File: src/rtl/blink_defs.sv
// Shared definitions for the LED blink / debounce blocks: FSM encoding,
// default ms timebase and a counter-width helper.
package blink_defs;

    typedef enum logic [1:0] {
        IDLE = 2'd0,
        ON   = 2'd1,
        OFF  = 2'd2
    } state_t;

    localparam int DEF_TICK_COUNT = 100_000;

    // Width needed to hold 0..n-1, never narrower than one bit.
    function automatic int cnt_w(input int n);
        return (n <= 2) ? 1 : $clog2(n);
    endfunction

endpackage

File: src/rtl/ms_prescaler.sv
// Millisecond timebase: counts 0..TICK_COUNT-1 and flags the last cycle.
// i_clear forces the count back to 0 on the next edge.
module ms_prescaler
    import blink_defs::*;
#(
    parameter int TICK_COUNT = DEF_TICK_COUNT
) (
    input  logic i_ck,
    input  logic i_reset_n,
    input  logic i_clear,
    output logic o_tick
);

    localparam int              W    = cnt_w(TICK_COUNT);
    localparam logic [W-1:0]    LAST = W'(TICK_COUNT - 1);

    logic [W-1:0] r_cnt;

    always_ff @(posedge i_ck or negedge i_reset_n) begin
        if (!i_reset_n) begin
            r_cnt <= '0;
        end else if (i_clear || o_tick) begin
            r_cnt <= '0;
        end else begin
            r_cnt <= r_cnt + W'(1);
        end
    end

    assign o_tick = (r_cnt == LAST);

endmodule

File: src/rtl/pulse_blinker.sv
// Turns single-cycle event pulses into ON_MS-long LED blinks separated by
// OFF_MS dark gaps; events arriving mid-blink queue in a saturating counter.
module pulse_blinker
    import blink_defs::*;
#(
    parameter int TICK_COUNT = DEF_TICK_COUNT,
    parameter int ON_MS      = 200,
    parameter int OFF_MS     = 100,
    parameter int PEND_W     = 3
) (
    input  logic              i_ck,
    input  logic              i_reset_n,
    input  logic              i_event,
    output logic              o_led,
    output logic              o_busy,
    output logic [PEND_W-1:0] o_pending,
    output logic              o_overflow
);

    localparam int                 MS_MAX   = (ON_MS > OFF_MS) ? ON_MS : OFF_MS;
    localparam int                 MS_W     = cnt_w(MS_MAX);
    localparam logic [MS_W-1:0]    ON_LAST  = MS_W'(ON_MS - 1);
    localparam logic [MS_W-1:0]    OFF_LAST = MS_W'(OFF_MS - 1);
    localparam logic [PEND_W-1:0]  PEND_MAX = '1;

    state_t              r_state;
    state_t              w_next;
    logic [MS_W-1:0]     r_ms;
    logic [PEND_W-1:0]   r_pend;
    logic                r_ovf;
    logic                w_tick;
    logic                w_done;
    logic                w_clear;
    logic                w_inc;
    logic                w_dec;
    logic                w_sat;

    assign w_done  = w_tick && (((r_state == ON)  && (r_ms == ON_LAST)) ||
                                ((r_state == OFF) && (r_ms == OFF_LAST)));
    assign w_clear = (r_state == IDLE) || w_done;

    ms_prescaler #(
        .TICK_COUNT (TICK_COUNT)
    ) u_prescaler (
        .i_ck      (i_ck),
        .i_reset_n (i_reset_n),
        .i_clear   (w_clear),
        .o_tick    (w_tick)
    );

    // An OFF->IDLE exit that queued an event leaves pending>0 in IDLE;
    // IDLE drains it on the next cycle just like a fresh event.
    always_comb begin
        w_next = r_state;
        w_inc  = 1'b0;
        w_dec  = 1'b0;
        case (r_state)
            IDLE: begin
                if (i_event || (r_pend != '0)) begin
                    w_next = ON;
                    w_dec  = !i_event && (r_pend != '0);
                end
            end
            ON: begin
                w_inc = i_event;
                if (w_done) w_next = OFF;
            end
            OFF: begin
                w_inc = i_event;
                if (w_done) begin
                    if (r_pend != '0) begin
                        w_next = ON;
                        w_dec  = 1'b1;
                    end else begin
                        w_next = IDLE;
                    end
                end
            end
            default: w_next = IDLE;
        endcase
    end

    assign w_sat = (r_pend == PEND_MAX);

    always_ff @(posedge i_ck or negedge i_reset_n) begin
        if (!i_reset_n) begin
            r_state <= IDLE;
            r_ms    <= '0;
            r_pend  <= '0;
            r_ovf   <= 1'b0;
        end else begin
            r_state <= w_next;
            if (w_clear) begin
                r_ms <= '0;
            end else if (w_tick) begin
                r_ms <= r_ms + MS_W'(1);
            end
            if (w_inc && !w_dec && !w_sat) begin
                r_pend <= r_pend + PEND_W'(1);
            end else if (w_dec && !w_inc) begin
                r_pend <= r_pend - PEND_W'(1);
            end
            r_ovf <= w_inc && !w_dec && w_sat;
        end
    end

    assign o_led      = (r_state == ON);
    assign o_busy     = (r_state != IDLE);
    assign o_pending  = r_pend;
    assign o_overflow = r_ovf;

endmodule

File: config.mk
export PLATFORM = sky130hd
export DESIGN_NAME = pulse_blinker
export DESIGN_NICKNAME = d
export VERILOG_FILES = /design/src/rtl/blink_defs.sv /design/src/rtl/ms_prescaler.sv /design/src/rtl/pulse_blinker.sv
export SDC_FILE = /design/constraint.sdc
export NUM_CORES = 1
export LEC_CHECK = 0
export ABC_AREA = 1
export CAP_MARGIN = 20
export CORE_MARGIN = 2
export CORE_UTILIZATION = 59
export DETAILED_ROUTE_END_ITERATION = 10
export PLACE_DENSITY_LB_ADDON = 0.05
export SYNTH_ARGS = -nofsm -noshare
export SYNTH_HDL_FRONTEND = slang
export SYNTH_HIERARCHICAL = 1
export SYNTH_SLANG_ARGS = --single-unit
export TNS_END_PERCENT = 20
File: constraint.sdc
create_clock -name i_ck -period 2.7 [get_ports i_ck]
set_clock_uncertainty 0.2 [all_clocks]
set_input_delay 0.54 -clock i_ck [delete_from_list [all_inputs] [get_ports i_ck]]
set_output_delay 0.54 -clock i_ck [all_outputs]
set_load 0.005 [all_outputs]
* After elaboration in Yosys (flattened, before gate mapping)
Cells that the tools add are included.
** Word-level totals
- Logic and storage cells :: 56
- Input port bits :: 3
- Register bits :: 31
** Operators by class
- Reduce and logical (&&, ||, !) cells :: 23
- Muxes and demuxes :: 15
- Add/sub/neg operators :: 4
- Equality and inequality tests :: 9
** Operator list (count)
- $add 17x1->17 const B :: 1
- $eq 17x17->1 const B :: 1
- $mux 17 :: 1
- $mux 8 :: 2
- $add 8x1->8 const B :: 1
- $eq 8x7->1 const B :: 1
- $eq 8x8->1 const B :: 1
- $logic_and 1x1->1 :: 8
- $mux 2 :: 3
- $mux 3 :: 2
- $pmux 2 s3 :: 1
- $reduce_bool 2->1 :: 3
- $mux 1 :: 5
- $logic_not 1->1 :: 4
- $logic_or 1x1->1 :: 4
- $ne 2x1->1 const B :: 2
- $add 3x1->3 const B :: 1
- $eq 3x3->1 const B :: 1
- $reduce_and 3->1 :: 1
- $reduce_bool 3->1 :: 1
- $sub 3x1->3 const B :: 1
- $eq 2x1->1 const B :: 1
- $eq 2x2->1 const B :: 1
- $logic_not 2->1 :: 1
- other kinds (3) :: 3

* Depth between registers and ports, before layout
- Word-level depth :: 10
- Mapped depth :: 16
- Gate-level depth less buffers :: 16

* Modules after synthesis
Netlist, hierarchy kept.
** Modules (own cells, without submodules)
- ms_prescaler :: seq. area each 425.4 µm², cells an instance 129, area an instance 983.4 µm², times used 1
- pulse_blinker :: seq. area each 350.3 µm², cells an instance 104, area an instance 830.8 µm², times used 1

* Least setup slack after synthesis
Ideal clock, no wire load.
- Path type :: register to register
- Start :: register u_prescaler.r_cnt[0]
- End :: register r_pend[1] (netlist: o_pending[1])
- Cell stages (with the launch flop) :: 13
- Period minus slack after synthesis :: 2.296 ns
- Library setup time :: 0.127 ns
- Data arrival time :: 1.969 ns
- Path slack :: 0.404 ns
- Path through :: dfrtp_1 ha_1 nand2_2 nor2_2 nand3_2 inv_1 nand3_1 nor2_1 nand4_1 nand4_2 fa_1 nand2_1 o21ai_0
** On the way
- Word-level cells in the longest chain between the ends :: 8
** RTL lines
- start, declared :: line ms_prescaler.sv:17 : logic [W-1:0] r_cnt;
- start signal, assigned :: line ms_prescaler.sv:25 : r_cnt <= r_cnt + W'(1);
- $eq 17x17->1 (*) :: line ms_prescaler.sv:29 : assign o_tick = (r_cnt == LAST);
- named net w_tick :: line pulse_blinker.sv:31 : logic w_tick;
- $logic_and 1x1->1 (*) :: line pulse_blinker.sv:38 : assign w_done = w_tick && (((r_state == ON) && (r_ms == ON_LAST)) ||
- $mux 1 (*) :: line pulse_blinker.sv:70 : if (w_done) begin
- $pmux 1 s2 (*) :: line pulse_blinker.sv:57 : case (r_state)
- $logic_not 1->1 :: line pulse_blinker.sv:98 : if (w_inc && !w_dec && !w_sat) begin
- $logic_and 1x1->1 (2 in a row) :: line pulse_blinker.sv:98
- $mux 3 / $reduce_bool 2->1 (equally long branches)
- end signal, assigned :: line pulse_blinker.sv:99 : r_pend <= r_pend + PEND_W'(1);
- end signal, assigned :: line pulse_blinker.sv:101 : r_pend <= r_pend - PEND_W'(1);
- end, declared :: line pulse_blinker.sv:29 : logic [PEND_W-1:0] r_pend;
The timed path passes the listed nets; every way through them passes the cells marked *.
A chain may end at the register's enable or synchronous reset.

* Worst setup path after layout
- Start :: register u_prescaler.r_cnt[1]
- End :: register r_pend[1] (netlist: o_pending[1])
The elaborated chain is that of the path after synthesis.

==> results.cfg <==
[status]
status = finished clean

[clock_network]
h-tree-depth = 2
cts-hold-fix-buffers = 0
cts_tree = done
root_buffer = clkbuf_4
cts.sinks = 31
cts_buffers = 5
clk_pin_slew_worst_paths_ns = 0.09
clk_latency_ns = 0.33
max-clock-path-buffers = 2

[setup_path]
cp-end-kind = flop
start_kind = flop
worstPathRequired_ns = 2.72
crit_type = flop to flop
cp_max_fo = 4
worst_ep_arrival_time_ns = 2.54

[detailed_routing]
vias = 1490
vias_per_cell = 5.25
ant_nets = 0
drt_iter0_markers = 54
drt_pass1_iterations = 4
post_drt_wl_per_cell_um = 11.8
route.detailed.drc = 0
finalWirelength_um = 3370

[layout]
diodes = 0
fin_util_pct = 67.2
area_growth_pct = 10.3
drive_gt1_share_pct = 13.1
finalNonFillerCells = 284
nNetsFinal = 260
layout_common_cells = nand2_1, nor2_1, dfrtp_1, inv_1, nand3_1
mostFrequentLayoutCell = nand2_1

[global_routing]
grt_first_pass_wirelength_um = 5690
grt_usage_pct = 21.8
grt_pass1_vias = 1440
antenna_found_initial = 0
grt_overflow = 0
grt_max_degree = 32

[pwr]
vdd_drop_max_uv = 396
power_w = 0.000967
clkPwrFrac_pct = 26.2
switching_share_pct = 29.4
power.net_switching_w = 0.000284
p_per_area_mw_per_mm2 = 483
cellInternalPower_w = 0.000683
combPwrFrac_pct = 19.3
pwr-share-seq_pct = 54.5
leakagePower_nw = 0.933

[yosys]
synthCells = 233
synth_area_mm2 = 0.00181
yosysUniqueCellTypes = 29
avgSynthCellArea_um2 = 7.79
synth-seq-cells = 31
yosysSeqAreaShare_pct = 42.8
synth_nets = 243
ys_warn_count = 6

[die]
rows = 20
die_h_um = 59.5
io_pins = 9
core_mm2 = 0.00298
start_util_pct = 60.9
fp.dieW_um = 59.5
die_area_mm2 = 0.00353

[placement]
hpwl_um = 2470
finalWeightedCongestion = 0.853
portBuffers = 8
dp_cells = 274

[sta]
max-slew-margin-rel_pct = 72.1
setup_violations = 0
finalHoldViolCount = 0
worst_pin_slew_ns = 0.417
post-route-period-util_pct = 93.4
slew_viol_final = 0
period_minus_slack_ns = 2.52
max_freq_ghz = 0.397

[flow_run]
maxCapViolCount = 0

[hold_path]
worstHoldPathType = flop to flop
worst paths after layout:
check	start	cells after the start	slack (ns)	end
max	u_prescaler/r_cnt[1]$_DFF_PN0_	12	0.18	o_pending[1]$_DFFE_PN0P_
max reg2reg	u_prescaler/r_cnt[1]$_DFF_PN0_	12	0.18	o_pending[1]$_DFFE_PN0P_
min	r_ms[1]$_DFFE_PN0P_	2	0.34	r_ms[1]$_DFFE_PN0P_
min in group asynchronous	i_reset_n	2	0.38	u_prescaler/r_cnt[5]$_DFF_PN0_
min reg2reg	r_ms[1]$_DFFE_PN0P_	2	0.34	r_ms[1]$_DFFE_PN0P_
max in group asynchronous	i_reset_n	2	1.62	u_prescaler/r_cnt[13]$_DFF_PN0_
through the flow:
step                hold WS [ns]  area (µm²)  setup TNS, ns  setup WS [ns]
floorplan                 0.0444        1810              0          0.404
global placement           0.286        1930              0          0.291
detailed placement         0.309        1930              0          0.181
CTS                        0.326        1980              0          0.153
global route               0.386        2000        -0.0126        -0.0126
finish                     0.339        2000              0          0.179
logic make-up after synthesis:
logic type      after synthesis  synth area share [%]
fa+ha+maj                     7                  5.24
xor+xnor                      8                  3.86
flops                        31                  42.8
simple gates                136                  34.5
compound gates               19                  6.62
buf+inv                      32                  7.03
synthesized netlist by cell type:
cell type / instances / area share, %
nor4_1: 1 / 0.35
nand3_2: 2 / 1.1
o21ai_0: 6 / 1.7
nor2_4: 1 / 0.62
o21a_1: 1 / 0.41
o31ai_2: 1 / 0.69
nand2_4: 1 / 0.62
dfrtp_1: 31 / 43
ha_1: 6 / 4.1
a21oi_1: 5 / 1.4
nor3_1: 4 / 1.1
nor2_1: 36 / 7.4
buf_6: 1 / 0.62
nand3_1: 16 / 4.4
nand2_2: 4 / 1.4
inv_1: 29 / 6.0
o21ai_1: 2 / 0.55
inv_2: 2 / 0.41
xnor2_1: 3 / 1.4
o21bai_2: 1 / 0.62
nor2_2: 7 / 2.4
xor2_1: 5 / 2.4
nor3_2: 1 / 0.55
o21bai_1: 2 / 0.83
nand2_1: 55 / 11
a21oi_2: 1 / 0.48
fa_1: 1 / 1.1
nand4_2: 1 / 0.69
nand4_1: 7 / 2.4
critical path, cell delays in order (launching register included):
cell	delay, ns
dfrtp_1	0.40
ha_2	0.23
nand2_2	0.06
nor2_2	0.13
nand3_2	0.12
inv_1	0.14
nand3_1	0.09
nor2_1	0.14
nand4_1	0.17
nand4_2	0.17
fa_1	0.43
nand2_1	0.07
o21ai_0	0.07
what timing repair did:
item,in CTS,in global routing
endpoints found under the setup margin,0,2
buffers inserted,0,2
resized for setup,0,2
layout make-up:
type | instances | area (µm²)
clock inverters | 1 | 5.00
repair buffers | 11 | 103
fillers | 256 | 976
inverters | 31 | 116
multi-input cells | 170 | 916
clock buffers | 7 | 45.0
well taps | 33 | 41.3
flip-flops and latches | 31 | 776
power groups by stage:
stage / sequential (W) / clock (W) / combinational [W]
final: 0.000527 / 0.000253 / 0.000187
after global routing: 0.000534 / 0.000280 / 0.000214
after CTS: 0.000527 / 0.000261 / 0.000190
after detailed placement: 0.000536 / 0 / 0.000189
after global placement: 0.000532 / 0 / 0.000181
after floorplan: 0.000533 / 0 / 0.000104
sequential cells by signal, indices dropped and copies added, names as in the netlist:
register / cells
o_pending: 3
r_ms: 8
u_prescaler/r_cnt: 17
r_state: 2
o_overflow: 1
per-layer routing:
metal	global-route usage, %	part of all wire [%]	vias to the layer above
met1	24.4	45	690
met5	0	0	-
met4	13.3	2.1	0
li1	-	-	778
met2	36.1	51	14
met3	6.55	2.6	8
(Power assumes the default switching activity.)
